## src/rtl/spi_sensor_reader.sv

```systemverilog
// spi_sensor_reader: SPI mode-0 master that sends a command then captures a sensor response word.
module spi_sensor_reader #(
    parameter int CLK_DIV   = 4,
    parameter int CMD_BITS  = 8,
    parameter int DATA_BITS = 16
) (
    input  logic                 clk,
    input  logic                 reset,
    input  logic                 start,
    input  logic [CMD_BITS-1:0]  cmd,
    output logic                 busy,
    output logic                 done,
    output logic [DATA_BITS-1:0] data_out,
    output logic                 spi_sck,
    output logic                 spi_cs,
    output logic                 spi_mosi,
    input  logic                 spi_miso
);
    localparam int NB = CMD_BITS + DATA_BITS;
    localparam int HW = $clog2(2 * NB);

    typedef enum logic [2:0] {IDLE, SETUP, SHIFT, HOLD, GAP} state_t;

    state_t               state, state_n;
    logic [7:0]           cnt, cnt_n;
    logic [HW-1:0]        hp, hp_n;
    logic [CMD_BITS-1:0]  sh, sh_n;
    logic [DATA_BITS-1:0] rx, rx_n, data_n;
    logic                 sck_n, cs_n, mosi_n, busy_n, done_n, last;

    assign last = cnt == 8'(CLK_DIV - 1);

    always_ff @(posedge clk) begin
        if (reset) begin
            state    <= IDLE;
            cnt      <= '0;
            hp       <= '0;
            sh       <= '0;
            rx       <= '0;
            data_out <= '0;
            spi_sck  <= 1'b0;
            spi_cs   <= 1'b1;
            spi_mosi <= 1'b0;
            busy     <= 1'b0;
            done     <= 1'b0;
        end else begin
            state    <= state_n;
            cnt      <= cnt_n;
            hp       <= hp_n;
            sh       <= sh_n;
            rx       <= rx_n;
            data_out <= data_n;
            spi_sck  <= sck_n;
            spi_cs   <= cs_n;
            spi_mosi <= mosi_n;
            busy     <= busy_n;
            done     <= done_n;
        end
    end

    // hp counts SCK half-periods in SHIFT: even = high, odd = low
    always_comb begin
        state_n = state;
        cnt_n   = last ? 8'd0 : cnt + 8'd1;
        hp_n    = hp;
        sh_n    = sh;
        rx_n    = rx;
        data_n  = data_out;
        sck_n   = spi_sck;
        cs_n    = spi_cs;
        mosi_n  = spi_mosi;
        busy_n  = busy;
        done_n  = 1'b0;
        case (state)
            IDLE: begin
                cnt_n = '0;
                if (start) begin
                    state_n = SETUP;
                    sh_n    = cmd;
                    cs_n    = 1'b0;
                    mosi_n  = cmd[CMD_BITS-1];
                    busy_n  = 1'b1;
                end
            end
            SETUP: if (last) begin
                state_n = SHIFT;
                hp_n    = '0;
                sck_n   = 1'b1;
                rx_n    = {rx[DATA_BITS-2:0], spi_miso};
            end
            SHIFT: if (last) begin
                if (hp == HW'(2 * NB - 1)) begin
                    state_n = HOLD;
                end else begin
                    hp_n  = hp + HW'(1);
                    sck_n = ~spi_sck;
                    if (spi_sck) begin
                        sh_n   = sh << 1;
                        mosi_n = sh[CMD_BITS-2];
                    end else begin
                        rx_n = {rx[DATA_BITS-2:0], spi_miso};
                    end
                end
            end
            HOLD: if (last) begin
                state_n = GAP;
                cs_n    = 1'b1;
                mosi_n  = 1'b0;
                done_n  = 1'b1;
                data_n  = rx;
            end
            GAP: if (last) begin
                state_n = IDLE;
                busy_n  = 1'b0;
            end
            default: state_n = IDLE;
        endcase
    end
endmodule

```

## config.mk

```make
export PLATFORM = sky130hd
export DESIGN_NAME = spi_sensor_reader
export DESIGN_NICKNAME = d
export VERILOG_FILES = /design/src/rtl/spi_sensor_reader.sv
export SDC_FILE = /design/constraint.sdc
export NUM_CORES = 1
export LEC_CHECK = 0
export CAP_MARGIN = 20
export CORE_AREA = 3 3 82 84
export CTS_CLUSTER_SIZE = 8
export DETAILED_ROUTE_END_ITERATION = 6
export DIE_AREA = 0 0 85 87
export SLEW_MARGIN = 15
export SYNTH_ARGS = -nofsm -noshare
export SYNTH_HDL_FRONTEND = slang
export SYNTH_SLANG_ARGS = --single-unit
```

## constraint.sdc

```tcl
create_clock -name clk -period 2.2 [get_ports clk]
set_input_delay 0.66 -clock clk [delete_from_list [all_inputs] [get_ports clk]]
set_output_delay 0.66 -clock clk [all_outputs]
set_load 0.05 [all_outputs]
```

==> results_dict.tcl, run 1 <==
set metrics [dict create \
    post-cts-setup-buffer-count 0 \
    p_switching_w 0.000539 \
    synth_commonest_cells "dfxtp_1 (61), mux2i_1 (34), nor2_1 (28)" \
    drc_errors 0 \
    wl_um 5360 \
    syn_inst 274 \
    seq_power_share 0.479 \
    grtUsageTotal 0.160 \
    multi_input_comb_area_um2 1360 \
    diodes 0 \
    via_per_inst 5.14 \
    syn_avg_cell_area_um2 9.77 \
    first_global_vias 2027 \
    synth-main-ff-cell "dfxtp_1" \
    htree_levels 3 \
    syn-num-nets 288 \
    setup_viol 0 \
    area_delta_synth_final_pct 25.5 \
    pin_count 33 \
    hpwl_um 3670 \
    overflow 0 \
    n_fill_cell 549 \
    yosysTopAreaCellShare 0.456 \
    cts-root-buf "clkbuf_8" \
    critical_path.top_delay_family "buffers and inverters" \
    drv_cap 0 \
    synthTopCellsByArea "dfxtp_1 (46%), mux2i_1 (13%), nand2b_1 (4.9%)" \
    period_minus_slack_ns 2.14 \
    crit_type "flip-flop to output port" \
    rows 28 \
    antenna_found_initial 0 \
    p_int_w 0.00182 \
    cts_inserted_buffers 9 \
    share_comb_of_total_power 0.053 \
    fin_setup_tns_ns 0 \
    grt_pass1_wl_um 9390 \
    synth_async_sr_flop_share 0 \
    cp.arrival_ns 1.48 \
    fin_worst_skew_ns 0.00952 \
    ant_nets 0 \
    die_h_um 87 \
    maxSlewViolCount 0 \
    end_kind "output port" \
    period_share 0.973 \
    die_area_um2 7400 \
    drtIter0Drc 165 \
    start_kind "flip-flop" \
    grt_max_degree 27 \
    status "finished, final reports clean" \
    pwr-share-clk 0.468 \
    syn_area_um2 2680 \
    crit_required_ns 1.54 \
    yosysWarnings 0 \
    crit_path_max_fanout 2 \
    final_hold_viol_count 0 \
    die_w_um 85 \
    cts.sinks 61 \
    cp_cell_sequence "clkdlybuf4s50_1" \
    gp_congestion 0.792 \
    worstSkewPairLatency_ns 0.34 \
    synth_largest_area_cell "dfxtp_1" \
    dr.pass1.iters 4 \
    max-vdd-ir-drop_uv 722 \
    via_count 2031 \
    rsz0062_at_grt "no" \
    cp_num_buf_inv 1 \
    ys_ff_latch 61 \
    min_path_type "flip-flop to flip-flop" \
    post-synth-top-count-cell "dfxtp_1" \
    core_area_um2 5990 \
    power_w 0.00236 \
    seqCellArea_um2 1220 \
    drive_gt1_frac 0.150 \
    p_sw_frac 0.228 \
    numPortBuffers 32 \
    cpPeakStageDelay_ns 0.81 \
    worst_path_max_delay_cell "clkdlybuf4s50_1" \
    clockBufferDepth 2 \
    power.density_nw_per_um2 702 \
    routedWlPerCell_um 13.6 \
    path_clk_slew_ns 0.08 \
    synth-edff-count 0 \
    synth_cell_types 49 \
    p_leak_nw 1.40 \
    final_nets 329 \
    worst-slew-pin-transition_ns 0.505 \
    slew_headroom 0.663 \
    max_freq_ghz 0.467 \
    cts_tree "yes" \
    initial_utilization 0.447 \
    seq_area_frac_synth 0.456 \
]
## sequential cells by signal, indices dropped and copies added (netlist names), 3 cells and up
name	flops
cnt	8
data_out	16
hp	6
rx	16
sh	7
state	3
## final cells by class
type / count / share of cell area
Clock buffer: 9 / 0.0369
Clock inverter: 7 / 0.0294
Inverter: 4 / 0.00447
Multi-Input combinational cell: 193 / 0.403
Sequential cell: 61 / 0.363
Tap cell: 75 / 0.0279
Timing Repair Buffer: 46 / 0.135
## final timing paths
| kind | slack (ns) | cells past startpoint | start | to |
|---|---|---|---|---|
| setup / recovery | 0.06 | 1 | data_out[4] | data_out[4] |
| hold / removal | 0.48 | 2 | sh[0] | sh[0] |
| setup reg to reg | 0.17 | 5 | cnt[1] | state[0] |
| hold reg to reg | 0.48 | 2 | sh[0] | sh[0] |
## metal layers
metal  global-route usage  up-vias  share of wire
met3               0.0662        7          0.050
met5                    0        -              0
met2                0.239       43           0.45
met4               0.0561        0         0.0090
met1                0.207      936           0.49
li1                     -     1045              -
## power by group through the flow
stage	combinational, W	clock [W]	sequential, W
2_1_floorplan	0.0000637	0	0.00117
3_3_place_gp	0.000124	0	0.00115
3_5_place_dp	0.000125	0	0.00115
4_1_cts	0.000125	0.00114	0.00113
5_1_grt	0.000136	0.00120	0.00113
6_report	0.000125	0.00110	0.00113
## cells by family after synthesis
| logic type | synth area share |
|---|---|
| muxes | 0.157 |
| DFF | 0.456 |
| xor gates and xnor gates | 0.0262 |
| adders and majority gates | 0.00934 |
| and+or+nand+nor | 0.205 |
| buffers and inverters | 0.0411 |
| AOI/OAI and AO/OA | 0.106 |
## stage by stage
step	hold WS (ns)	cells	cell area [um^2]	worst slack, ns	utilization
floorplan	0.437	274	2680	0.282	-
global placement	0.463	379	3110	0.0473	0.519
detailed placement	0.477	379	3110	0.0260	0.519
CTS	0.490	395	3330	0.00502	0.556
global route	0.523	395	3360	0.00167	0.561
finish	0.479	395	3360	0.0589	0.561
## worst min-delay path: stages, from the launching register on
cell	delay (ns)
dfxtp_1	0.32
nand2b_1	0.06
o21ai_0	0.06
## placed cells by master, fill, tap and decap left out, types with 3 or more instances in the layout
master	synthesis	final
a21oi_1	13	13
a22oi_1	6	6
buf_4	2	15
clkbuf_8	0	9
clkdlybuf4s50_1	0	22
dfxtp_1	61	61
dlymetal6s2s_1	0	8
inv_1	4	4
mux2_2	7	7
mux2i_1	34	34
nand2_1	18	18
nand2b_1	21	21
nand3_1	9	9
nand3b_1	3	3
nor2_1	28	28
nor2b_1	3	3
nor3b_1	3	3
o21ai_0	5	5
xor2_1	6	6
## timing repair
action	in CTS	in global routing
hold buffers	0	0
gates resized for setup	0	10
endpoints found under the setup margin	0	10
Note: power is estimated with default switching activity, not from simulation.
==> run 2: changes to the inputs <==
--- a/config.mk
+++ b/config.mk
@@ -7,10 +7,10 @@
 export LEC_CHECK = 0
 export CAP_MARGIN = 20
 export CORE_AREA = 3 3 82 84
+export CTS_BUF_LIST = sky130_fd_sc_hd__clkbuf_8
 export CTS_CLUSTER_SIZE = 8
 export DETAILED_ROUTE_END_ITERATION = 6
 export DIE_AREA = 0 0 85 87
-export SLEW_MARGIN = 15
 export SYNTH_ARGS = -nofsm -noshare
 export SYNTH_HDL_FRONTEND = slang
 export SYNTH_SLANG_ARGS = --single-unit
==> results of run 2 <==
Final layout, timing and power as in run 1 (identical DEF).
==> run 3: changes to the inputs <==
==> constraint.sdc (replaced) <==
create_clock -name clk -period 2.73 [get_ports clk]
set_input_delay 0.819 -clock clk [delete_from_list [all_inputs] [get_ports clk]]
set_output_delay 0.819 -clock clk [all_outputs]
set_load 0.05 [all_outputs]
==> run 3 against run 2 <==
Net effect: power decreased by 22%; die area unchanged; via count decreased by 1.4%; sequential cell count unchanged; combinational power decreased by 26%; register-to-register slack improved by 0.39 ns; final area decreased by 2.5%; first-iteration DRC count decreased by 32%; utilization decreased by 1.4 points; clock skew about the same; critical path depth unchanged.
==> results_dict.tcl, run 3 (synthesis results as in run 1) <==
set metrics [dict create \
    cts.sinks 61 \
    htree_levels 3 \
    final_cell_area_um2 3280 \
    cp.arrival_ns 1.58 \
    via_per_inst 5.16 \
    initial_utilization 0.447 \
    drtIter0Drc 112 \
    die_w_um 85 \
    die_h_um 87 \
    hpwl_um 3510 \
    stdcell_count 388 \
    crit_path_max_fanout 5 \
    drive_gt1_frac 0.125 \
    drv_cap 0 \
    maxSlewViolCount 0 \
    p_leak_nw 1.22 \
    cts_resized 0 \
    cts_inserted_buffers 9 \
    clockBufferDepth 2 \
    fin_worst_skew_ns 0.00938 \
    status "finished, final reports clean" \
    setup_viol 0 \
    grt_pass1_wl_um 9410 \
    overflow 0 \
    cpPeakStageDelay_ns 0.83 \
    worstSkewPairLatency_ns 0.34 \
    critical_path.top_delay_family "buffers and inverters" \
    numPortBuffers 32 \
    ant_nets 0 \
    final_common_cell "dfxtp_1" \
    reg_top3 "data_out: 16 flops, rx: 16 flops, cnt: 8 flops" \
    rsz0062_at_grt "no" \
    min_path_type "flip-flop to flip-flop" \
    power.density_nw_per_um2 559 \
    holdBufCountCts 0 \
    cp_cell_sequence "clkdlybuf4s50_1" \
    final_cell_mix "dfxtp_1 (61), mux2i_1 (34), clkdlybuf4s50_1 (32), nor2_1 (28), nand2b_1 (21)" \
    power_w 0.00183 \
    period_share 0.878 \
    rows 28 \
    period_minus_slack_ns 2.40 \
    cts_tree "yes" \
    grt_max_degree 54 \
    drc_errors 0 \
    cts-root-buf "clkbuf_8" \
    grtUsageTotal 0.160 \
    path_clk_slew_ns 0.07 \
    end_kind "output port" \
    fin_ws_ns 0.333 \
    gp_congestion 0.779 \
    worst_path_max_delay_cell "clkdlybuf4s50_1" \
    crit_type "flip-flop to output port" \
    dr.pass1.iters 4 \
    fin_util 0.547 \
    die_area_um2 7400 \
    core_area_um2 5990 \
    crit_required_ns 1.91 \
    pin_count 33 \
    routedWlPerCell_um 13.7 \
    slew_headroom 0.482 \
    first_global_vias 2042 \
    area_delta_synth_final_pct 22.3 \
    n_fill_cell 555 \
    max-vdd-ir-drop_uv 377 \
    wl_um 5320 \
    place_inst 371 \
    antenna_found_initial 0 \
    via_count 2002 \
    post-cts-setup-buffer-count 0 \
    start_kind "flip-flop" \
    diodes 0 \
    placed_area_um2 3050 \
    worst-slew-pin-transition_ns 0.776 \
    max_freq_ghz 0.417 \
    cp_num_buf_inv 1 \
    final_hold_viol_count 0 \
    final_nets 322 \
    place_ws_ns -0.0952 \
]
[run 3: final cells by class]
class | count | area [um^2] | share of cell area
timing repair buffer | 39 | 389 | 0.119
clock buffer | 11 | 151 | 0.0462
multi-input combinational | 193 | 1350 | 0.411
sequential | 61 | 1220 | 0.373
tap | 75 | 93.8 | 0.0286
clock inverter | 5 | 58.8 | 0.0180
inverter | 4 | 15.0 | 0.00458
[run 3: report_power, final]
part | switching (W) | internal [W] | total (W)
Sequential | 0.0000111 | 0.000902 | 0.000913
Combinational | 0.0000488 | 0.0000440 | 0.0000928
Clock | 0.000355 | 0.000471 | 0.000826
Total | 0.000415 | 0.00142 | 0.00183
[run 3: metal layers]
layer,track usage,part of all wire
met1,0.208,0.50
met2,0.236,0.45
met4,0.0647,0.0083
met3,0.0662,0.039
met5,0,0
[run 3: final timing paths]
kind | to | depth (start not counted) | start | slack [ns]
worst max-delay path | spi_sck | 1 | spi_sck | 0.33
worst min-delay path | sh[0] | 2 | sh[0] | 0.48
worst max register to register | spi_mosi | 6 | cnt[0] | 0.56
worst min register to register | sh[0] | 2 | sh[0] | 0.48
[run 3: stage by stage]
stage               hold WS, ns  TNS (ns)
global placement          0.453    -0.678
detailed placement        0.467    -0.968
finish                    0.479         0
global route              0.510         0
CTS                       0.483         0
floorplan                 0.437         0
